--- config.mk ---
export PLATFORM = sky130hd
export DESIGN_NAME = spi_rsp_slave
export DESIGN_NICKNAME = d
export VERILOG_FILES = /design/src/rtl/spi_rsp_pkg.sv /design/src/rtl/spi_rsp_sync.sv /design/src/rtl/spi_rsp_slave.sv
export SDC_FILE = /design/constraint.sdc
export NUM_CORES = 1
export LEC_CHECK = 0
export CAP_MARGIN = 20
export CORE_MARGIN = 3
export CORE_UTILIZATION = 48
export DETAILED_ROUTE_END_ITERATION = 8
export GPL_ROUTABILITY_DRIVEN = 1
export GPL_TIMING_DRIVEN = 0
export PLACE_DENSITY_LB_ADDON = 0.08
export SETUP_SLACK_MARGIN = 0.02
export SLEW_MARGIN = 20
export SYNTH_ARGS = -nofsm -noshare
export SYNTH_HDL_FRONTEND = slang
export SYNTH_SLANG_ARGS = --single-unit
--- constraint.sdc ---
create_clock -name clk_i -period 1.94 [get_ports clk_i]
set_input_delay 0.388 -clock clk_i [delete_from_list [all_inputs] [get_ports clk_i]]
set_output_delay 0.388 -clock clk_i [all_outputs]
set_load 0.005 [all_outputs]
--- src/rtl/spi_rsp_pkg.sv ---
// spi_rsp_pkg: shared FSM state type, synchronizer depth and SPI edge-select helper
package spi_rsp_pkg;
  typedef enum logic {IDLE, ACTIVE} state_t;
  localparam int SYNC_STAGES = 2;
  function automatic logic sample_on_rise(input logic cpol, input logic cpha);
    return cpol == cpha;
  endfunction
endpackage

--- src/rtl/spi_rsp_sync.sv ---
// spi_rsp_sync: N-bit 2-flop synchronizer (clk, rstn, d in; synced q, rise/fall pulses out) with edge detect on a third stage
module spi_rsp_sync
  import spi_rsp_pkg::*;
#(
  parameter int N = 1,
  parameter logic [N-1:0] RST_VAL = '0
) (
  input  logic         clk,
  input  logic         rstn,
  input  logic [N-1:0] d,
  output logic [N-1:0] q,
  output logic [N-1:0] rise,
  output logic [N-1:0] fall
);
  logic [SYNC_STAGES:0][N-1:0] pipe;
  always_ff @(posedge clk) begin
    pipe <= !rstn ? {(SYNC_STAGES + 1){RST_VAL}} : {pipe[SYNC_STAGES-1:0], d};
  end
  assign q    = pipe[SYNC_STAGES-1];
  assign rise = q & ~pipe[SYNC_STAGES];
  assign fall = ~q & pipe[SYNC_STAGES];
endmodule

--- src/rtl/spi_rsp_slave.sv ---
// spi_rsp_slave: clk_i-oversampled SPI responder; ports: clk_i/rstn_i, spi_sck/mosi/ss_n in, spi_miso/oen out, tx valid/ready word in, rx valid/ready word out, busy/ovr/udr status; define SPI_RSP_LSB_FIRST_EN for LSB-first shifting
module spi_rsp_slave
  import spi_rsp_pkg::*;
#(
  parameter int          DATA_W  = 8,
  parameter bit          CPOL    = 1'b0,
  parameter bit          CPHA    = 1'b0,
  parameter logic [31:0] TX_IDLE = 32'hFF
) (
  input  logic              clk_i,
  input  logic              rstn_i,
  input  logic              spi_sck_i,
  input  logic              spi_mosi_i,
  input  logic              spi_ss_n_i,
  output logic              spi_miso_o,
  output logic              spi_miso_oen_o,
  input  logic [DATA_W-1:0] tx_data_i,
  input  logic              tx_valid_i,
  output logic              tx_ready_o,
  output logic [DATA_W-1:0] rx_data_o,
  output logic              rx_valid_o,
  input  logic              rx_ready_i,
  output logic              busy_o,
  output logic              ovr_o,
  output logic              udr_o
);
  localparam int CW = $clog2(DATA_W);
  localparam logic SAMPLE_RISE = sample_on_rise(CPOL, CPHA);
`ifdef SPI_RSP_LSB_FIRST_EN
  localparam int OUT_BIT = 0;
`else
  localparam int OUT_BIT = DATA_W - 1;
`endif
  logic [2:0] q, rise, fall;
  state_t state, state_nx;
  logic [CW-1:0] cnt;
  logic [DATA_W-1:0] hold, tx_sh, rx_sh, word, tx_nx, rx_nx;
  logic hold_full, udr_pend, active, samp, shft, ld, sh, sm, done, defer;
  logic unused_sync;
  spi_rsp_sync #(.N(3), .RST_VAL({CPOL, 2'b01})) u_sync (
    .clk (clk_i),
    .rstn(rstn_i),
    .d   ({spi_sck_i, spi_mosi_i, spi_ss_n_i}),
    .q   (q),
    .rise(rise),
    .fall(fall)
  );
  assign unused_sync = ^{q[2], q[0], rise[1], fall[1]};
  always_comb begin
    state_nx = state == IDLE ? (fall[0] ? ACTIVE : IDLE) : (rise[0] ? IDLE : ACTIVE);
    active   = state == ACTIVE && !rise[0];
    samp     = SAMPLE_RISE ? rise[2] : fall[2];
    shft     = SAMPLE_RISE ? fall[2] : rise[2];
    ld       = (state == IDLE && fall[0] && !CPHA) || (active && shft && cnt == '0);
    sh       = active && shft && cnt != '0;
    sm       = active && samp;
    done     = sm && cnt == CW'(DATA_W - 1);
    defer    = !CPHA && state == ACTIVE;
    word     = hold_full ? hold : TX_IDLE[DATA_W-1:0];
`ifdef SPI_RSP_LSB_FIRST_EN
    tx_nx    = tx_sh >> 1;
    rx_nx    = {q[1], rx_sh[DATA_W-1:1]};
`else
    tx_nx    = tx_sh << 1;
    rx_nx    = {rx_sh[DATA_W-2:0], q[1]};
`endif
  end
  always_ff @(posedge clk_i) begin
    state <= !rstn_i ? IDLE : state_nx;
  end
  always_ff @(posedge clk_i) begin
    if (!rstn_i) begin
      cnt        <= '0;
      hold       <= '0;
      hold_full  <= 1'b0;
      tx_sh      <= '0;
      rx_sh      <= '0;
      spi_miso_o <= 1'b0;
      rx_data_o  <= '0;
      rx_valid_o <= 1'b0;
      ovr_o      <= 1'b0;
      udr_o      <= 1'b0;
      udr_pend   <= 1'b0;
    end else begin
      if (tx_valid_i && !hold_full) hold <= tx_data_i;
      hold_full <= ld ? (!hold_full && tx_valid_i) : (hold_full || tx_valid_i);
      if (ld) begin
        tx_sh      <= word;
        spi_miso_o <= word[OUT_BIT];
      end else if (sh) begin
        tx_sh      <= tx_nx;
        spi_miso_o <= tx_nx[OUT_BIT];
      end
      if (sm) begin
        rx_sh <= rx_nx;
        cnt   <= done ? '0 : cnt + 1'b1;
      end else if (state == ACTIVE && rise[0]) begin
        cnt <= '0;
      end
      if (done && !(rx_valid_o && !rx_ready_i)) rx_data_o <= rx_nx;
      rx_valid_o <= (rx_valid_o && !rx_ready_i) || done;
      ovr_o      <= done && rx_valid_o && !rx_ready_i;
      udr_o      <= (ld && !hold_full && !defer) || (sm && udr_pend);
      udr_pend   <= ld ? (!hold_full && defer) : (udr_pend && !sm && active);
    end
  end
  assign tx_ready_o     = !hold_full;
  assign busy_o         = state == ACTIVE;
  assign spi_miso_oen_o = state == IDLE;
endmodule
==> run metrics <==
initial antenna violation count=0; pin count of the biggest net entering global routing=15; met2 WL=1450 µm; worst vdd ir=~600 µV; crit path DAT=around 1.5 ns; Port Buffers=28; register area share after synthesis=48.9%; commonest non-fill, non-tap cell in the layout=nand2_1; xor and xnor area share after synthesis=0%; Die Wd=70.0 µm; crit path launch type=register; CTS tree=yes; Ant. Diodes=0; YS warnings=0; routability cong.=0.768; Clock Skew=just over 0.002 ns; final core occ=63.6%; worst slew margin relative to its limit=65.9%; Hold WC Path Type=input pin to register; crit path max fanout=10; adder-cell share of the synthesized area=1.91%; post-synthesis mux area share=4.08%; Root Buffer=clkbuf_8; Power Dens Cells=792 nW/µm²; Via density=5.10; non-filler cells in the finished layout=305; top cell type's share of synthesized area=48.9%; clk slew on worst S/H paths=0.08 ns; Finished Cell Area=about 2400 µm²; Placed Cells=297; die area=4900 µm²; WL/cell=roughly 12 µm; Unique masters post-synth=35; DRC viols=0; largest area contributor in the netlist=dfxtp_1; GRT Util Overall=about 16%; initial DRC count=114; CTS max path bufs=2; Final period util=94.7%; core area=3800 µm²; FF+latch count, synth=48; Setup CP Type=register to primary output; drt total wl=3730 µm; wire length on met3=between 200 and 250 µm; Synth area leaders=dfxtp_1 (49%), nand2_1 (11%), a21oi_1 (7.1%); number of nets in the layout=about 270; cell area after synthesis=approximately 2000 µm²; Max Cap Violations=0; first-pass GRT wire length=about 6400 µm; drt pass-1 iters=4; Skew-Pair Late Insertion Delay=roughly 0.30 ns; mean post-synth cell area=8.89 µm²; complex-gate fraction of the synthesized area=18.2%; Fin. Hold Viols=0; vias in the first global route=1388; Sink Count=between 40 and 50; final worst path period need=approximately 1.8 ns; CP Capture Type=primary output; RSZ-0062 raised after global routing=false; slew of the pin with the lowest slew margin=just over 0.5 ns; post-synthesis cell count=221; WL met1=2000 µm; Final Max Slew Viols=0; share of cells above drive strength 1=10.5%; Area after DPL=about 2300 µm²; via count=1556; CTS Buf Count=5; total grt overflow=0; fmax=544 MHz; Final setup viols=0; main combinational cell family by area after synthesis=simple AND/OR/NAND/NOR gates; Hold Buf Count CTS=0; htree depth=2; Final ANT Viol Nets=0; Rows=22; Area growth syn-to-layout=22.9%; most frequent cells in the layout=nand2_1 (59), dfxtp_1 (48), a21oi_1 (28), clkdlybuf4s50_1 (28), mux2i_1 (8); Worst Path Required=1.55 ns; Layout fillers=between 300 and 400; syn nets=239; Top Ports=30; fin worst setup slack=0.103 ns; starting density of the core=~52%; status=complete, no violations; worst slack, placed=0.351 ns; Chip Height=70.0 µm; post-synthesis simple-gate area fraction=22.2%; Sum Neg Setup Slack=0 ns; Detailed Place HPWL=2670 µm; Static Leak=0.880 nW; top routing layer used=met4
==> timing repair <==
action,4_1_cts,5_1_grt
gates resized for setup,1,0
setup buffers,0,0
setup endpoints to repair,1,0
==> cell type report <==
type	instances	area [µm²]	area share, %
flip-flops and latches	48	961	39.8
multi-input cells	155	910	37.7
repair buffers	28	280	11.6
plain buffers	12	73.8	3.06
clock buffers	6	72.6	3.01
well taps	48	60.1	2.49
clock inverters	2	35.0	1.45
inverters	6	22.5	0.933
==> critical path, cell delays in order, from the launching register on <==
cell and delay [ns]:
dfxtp_1 0.35, inv_1 0.09, buf_4 0.19, clkdlybuf4s50_1 0.52
==> synthesized netlist by cell type (all sizes together) <==
cell type / number
ha: 3
nand4: 1
or3b: 1
a311oi: 1
and2b: 1
and3: 3
a32oi: 1
a2bb2oi: 8
o31ai: 1
buf: 7
nor2: 5
nor2b: 4
and2: 5
o21a: 1
inv: 6
nand2b: 8
dfxtp: 48
a21oi: 28
o21ai: 9
a22oi: 2
nor3b: 1
nand2: 59
nand3: 3
mux2i: 8
clkbuf: 5
nor3: 2
==> state kept, by name, indices dropped and copies added, names as in the netlist <==
name	count
tx_sh	7
udr_o	1
rx_sh	7
u_sync.q	3
hold	8
cnt	3
busy_o	1
ovr_o	1
spi_miso_o	1
u_sync.pipe	5
hold_full	1
rx_data_o	8
udr_pend	1
rx_valid_o	1
==> worst paths after layout <==
path	cells after the start	endpoint	startpoint	slack, ns
setup reg to reg	7	spi_miso_o	cnt[0]	0.38
hold / removal	2	u_sync.pipe[6]	rstn_i	0.36
hold reg to reg	1	u_sync.q[0]	u_sync.pipe[0]	0.42
setup / recovery	3	tx_ready_o	hold_full	0.10
==> per-layer routing <==
| metal | track usage (%) | vias up |
|---|---|---|
| met5 | 0 | - |
| met4 | 3.19 | 0 |
| met3 | 6.04 | 6 |
| met2 | 20.7 | 38 |
| met1 | 24.9 | 701 |
| li1 | - | 811 |
==> report_power, final <==
group | total [mW] | switching [mW] | internal, mW
registers | 1.03 | 0.0198 | 1.01
clock network | 0.704 | 0.322 | 0.383
logic | 0.174 | 0.0827 | 0.0913
==> logic make-up after synthesis <==
group | after synthesis
AOI/OAI and AO/OA | 51
adders and majority gates | 3
buffers and inverters | 18
DFF | 48
muxes | 8
and+or+nand+nor | 93
==> through the flow <==
| stage | power [mW] | hold WS [ns] |
|---|---|---|
| 6_report | 1.91 | 0.363 |
| 5_1_grt | 2.00 | 0.381 |
| 4_1_cts | 1.93 | 0.363 |
| 3_5_place_dp | 1.23 | 0.400 |
| 3_3_place_gp | 1.23 | 0.389 |
| 2_1_floorplan | 1.16 | 0.386 |
Note: power is estimated with default switching activity, not from simulation.
==> edit: new RTL, same flow settings <==
Change the package constant `SYNC_STAGES` from 2 to 1.
--- a/src/rtl/spi_rsp_pkg.sv
+++ b/src/rtl/spi_rsp_pkg.sv
@@ -1,7 +1,7 @@
 // spi_rsp_pkg: shared FSM state type, synchronizer depth and SPI edge-select helper
 package spi_rsp_pkg;
   typedef enum logic {IDLE, ACTIVE} state_t;
-  localparam int SYNC_STAGES = 2;
+  localparam int SYNC_STAGES = 1;
   function automatic logic sample_on_rise(input logic cpol, input logic cpha);
     return cpol == cpha;
   endfunction
Formal check against the unedited RTL: not equivalent (a bounded check fails within 4 cycles, from zero or initial values and one cycle with rstn_i low).
==> edit against the unedited design <==
  * Sequential cell count fell by 3
  * Cell area fell by 4.4%
  * Setup slack improved by 0.028 ns
  * Routed wire length fell by 7.0%
  * Core utilization fell by 1.4 points
  * Synthesized area fell by 4.8%
  * Power fell by 9.9%
  * Critical endpoint unchanged
  * Largest cell class unchanged
==> edit: results (changes against the unedited design) <==
outcome - completed (unchanged)
gr usage total - 16.80% (was 16.01%)
Critical Path AT - 1.42 ns (was 1.45 ns)
met2 WL post-DR - 1.548 mm (was 1.450 mm)
global routing usage on met1 - 20.67% (was 24.87%)
drt initial violations - 84 (was 114)
worst hold path class - reg -> reg (was in -> reg)
first-pass GRT wire length - 5.892 mm (was 6.437 mm)
DP Area - 2220 um^2 (was 2305 um^2)
sequential fraction of the synthesis area - 48.19% (was 48.92%)
R2R Setup Slk - 0.42 ns (was 0.38 ns)
H-tree lvl count - 2 (unchanged)
synth warn - 0 (unchanged)
number of global-route vias before repair - 1364 (was 1388)
f_max - 552.9 MHz (was 544.3 MHz)
CTS Buf Count - 5 (unchanged)
GRT met2 Usage - 27.53% (was 20.67%)
RR Endpoint - rx_data_o[7]$_SDFFE_PN0P_ (was spi_miso_o$_SDFFE_PN0P_)
Leak - 0.8019 nW (was 0.8803 nW)
M1 WL - 1.739 mm (was 2.002 mm)
Final Skew - 0.004510 ns (was 0.002071 ns)
share of layout cells above drive strength 1 - 10.93% (was 10.51%)
worst hold start - hold[5]$_SDFFE_PN0P_ (was rstn_i)
Layout Cells excl Fill - 295 (was 305)
# port buffers - 29 (was 28)
Max IR drop VDD - 508.4 uV (was 598.2 uV)
routed length per instance - 11.76 um (was 12.23 um)
nets@finish - 264 (was 274)
grt met3 use - 4.598% (was 6.043%)
switching share of power - 24.39% (was 22.17%)
Hold Slack - 0.4549 ns (was 0.3634 ns)
placed cells - 287 (was 297)
via/cell ratio - 5.020 (was 5.102)
adder-cell share of the synthesized area - 2.008% (was 1.911%)
mux cell area share after synthesis - 8.032% (was 4.076%)
Post-Syn Instances - 210 (was 221)
WHS Endpoint - hold[5]$_SDFFE_PN0P_ (was u_sync.pipe[6]$_SDFF_PN1_)
R2R cell count - 6 (was 7)
RePlAce Congestion - 0.6761 (was 0.7682)
met3 WL - 140 um (was 244 um)
Post-synth top cells - nand2_1 (52), dfxtp_1 (45), a21oi_1 (19), mux2i_1 (15), nand2b_1 (10) (was nand2_1 (59), dfxtp_1 (48), a21oi_1 (28), mux2i_1 (8))
[edit: cell types whose count changed after synthesis, sizes merged, moves of 2 or more]
cell     delta
a2bb2oi     -8
mux2i       +7
nand2       -7
a21oi       -6
nand3       +6
nand2b      +4
and2        -3
dfxtp       -3
inv         +3
and3        -2
[edit: what timing repair did]
item	4_1_cts	5_1_grt
hold buffers	0	0
setup endpoints to repair	0	1
gates resized for setup	0	1
[edit: power by group through the flow]
| stage | Clock [mW] | Sequential, mW | Combinational [mW] |
|---|---|---|---|
| finish | 0.563 | 0.976 | 0.184 |
| global route | 0.630 | 0.981 | 0.206 |
| CTS | 0.585 | 0.976 | 0.186 |
| detailed placement | 0 | 0.998 | 0.186 |
| global placement | 0 | 0.997 | 0.184 |
| floorplan | 0 | 0.994 | 0.117 |
[edit: how the worst max path moves through the flow]
stage                               startpoint                         to
after floorplan              busy_o$_SDFF_PN0_        udr_pend$_SDFF_PN0_
after detailed placement                rstn_i        udr_pend$_SDFF_PN0_
final                     hold_full$_SDFF_PN0_                 tx_ready_o
after global placement                  rstn_i  rx_data_o[6]$_SDFFE_PN0P_
after CTS                 hold_full$_SDFF_PN0_                 tx_ready_o
after global routing      hold_full$_SDFF_PN0_                 tx_ready_o
[edit: cell type report]
class | count | area (um^2)
Clock buffer | 6 | 72.57
Clock inverter | 2 | 15.01
Inverter | 9 | 33.78
Tap cell | 48 | 60.06
Buffer | 12 | 78.83
Sequential cell | 45 | 900.9
Multi-Input combinational cell | 144 | 858.3
Timing Repair Buffer | 29 | 290.3
Fill cell | 339 | 1406
[edit: worst max-delay path: stages (launching register included)]
cell and delay (ns):
dfxtp_1 0.33, clkbuf_4 0.20, inv_2 0.10, clkdlybuf4s50_1 0.50
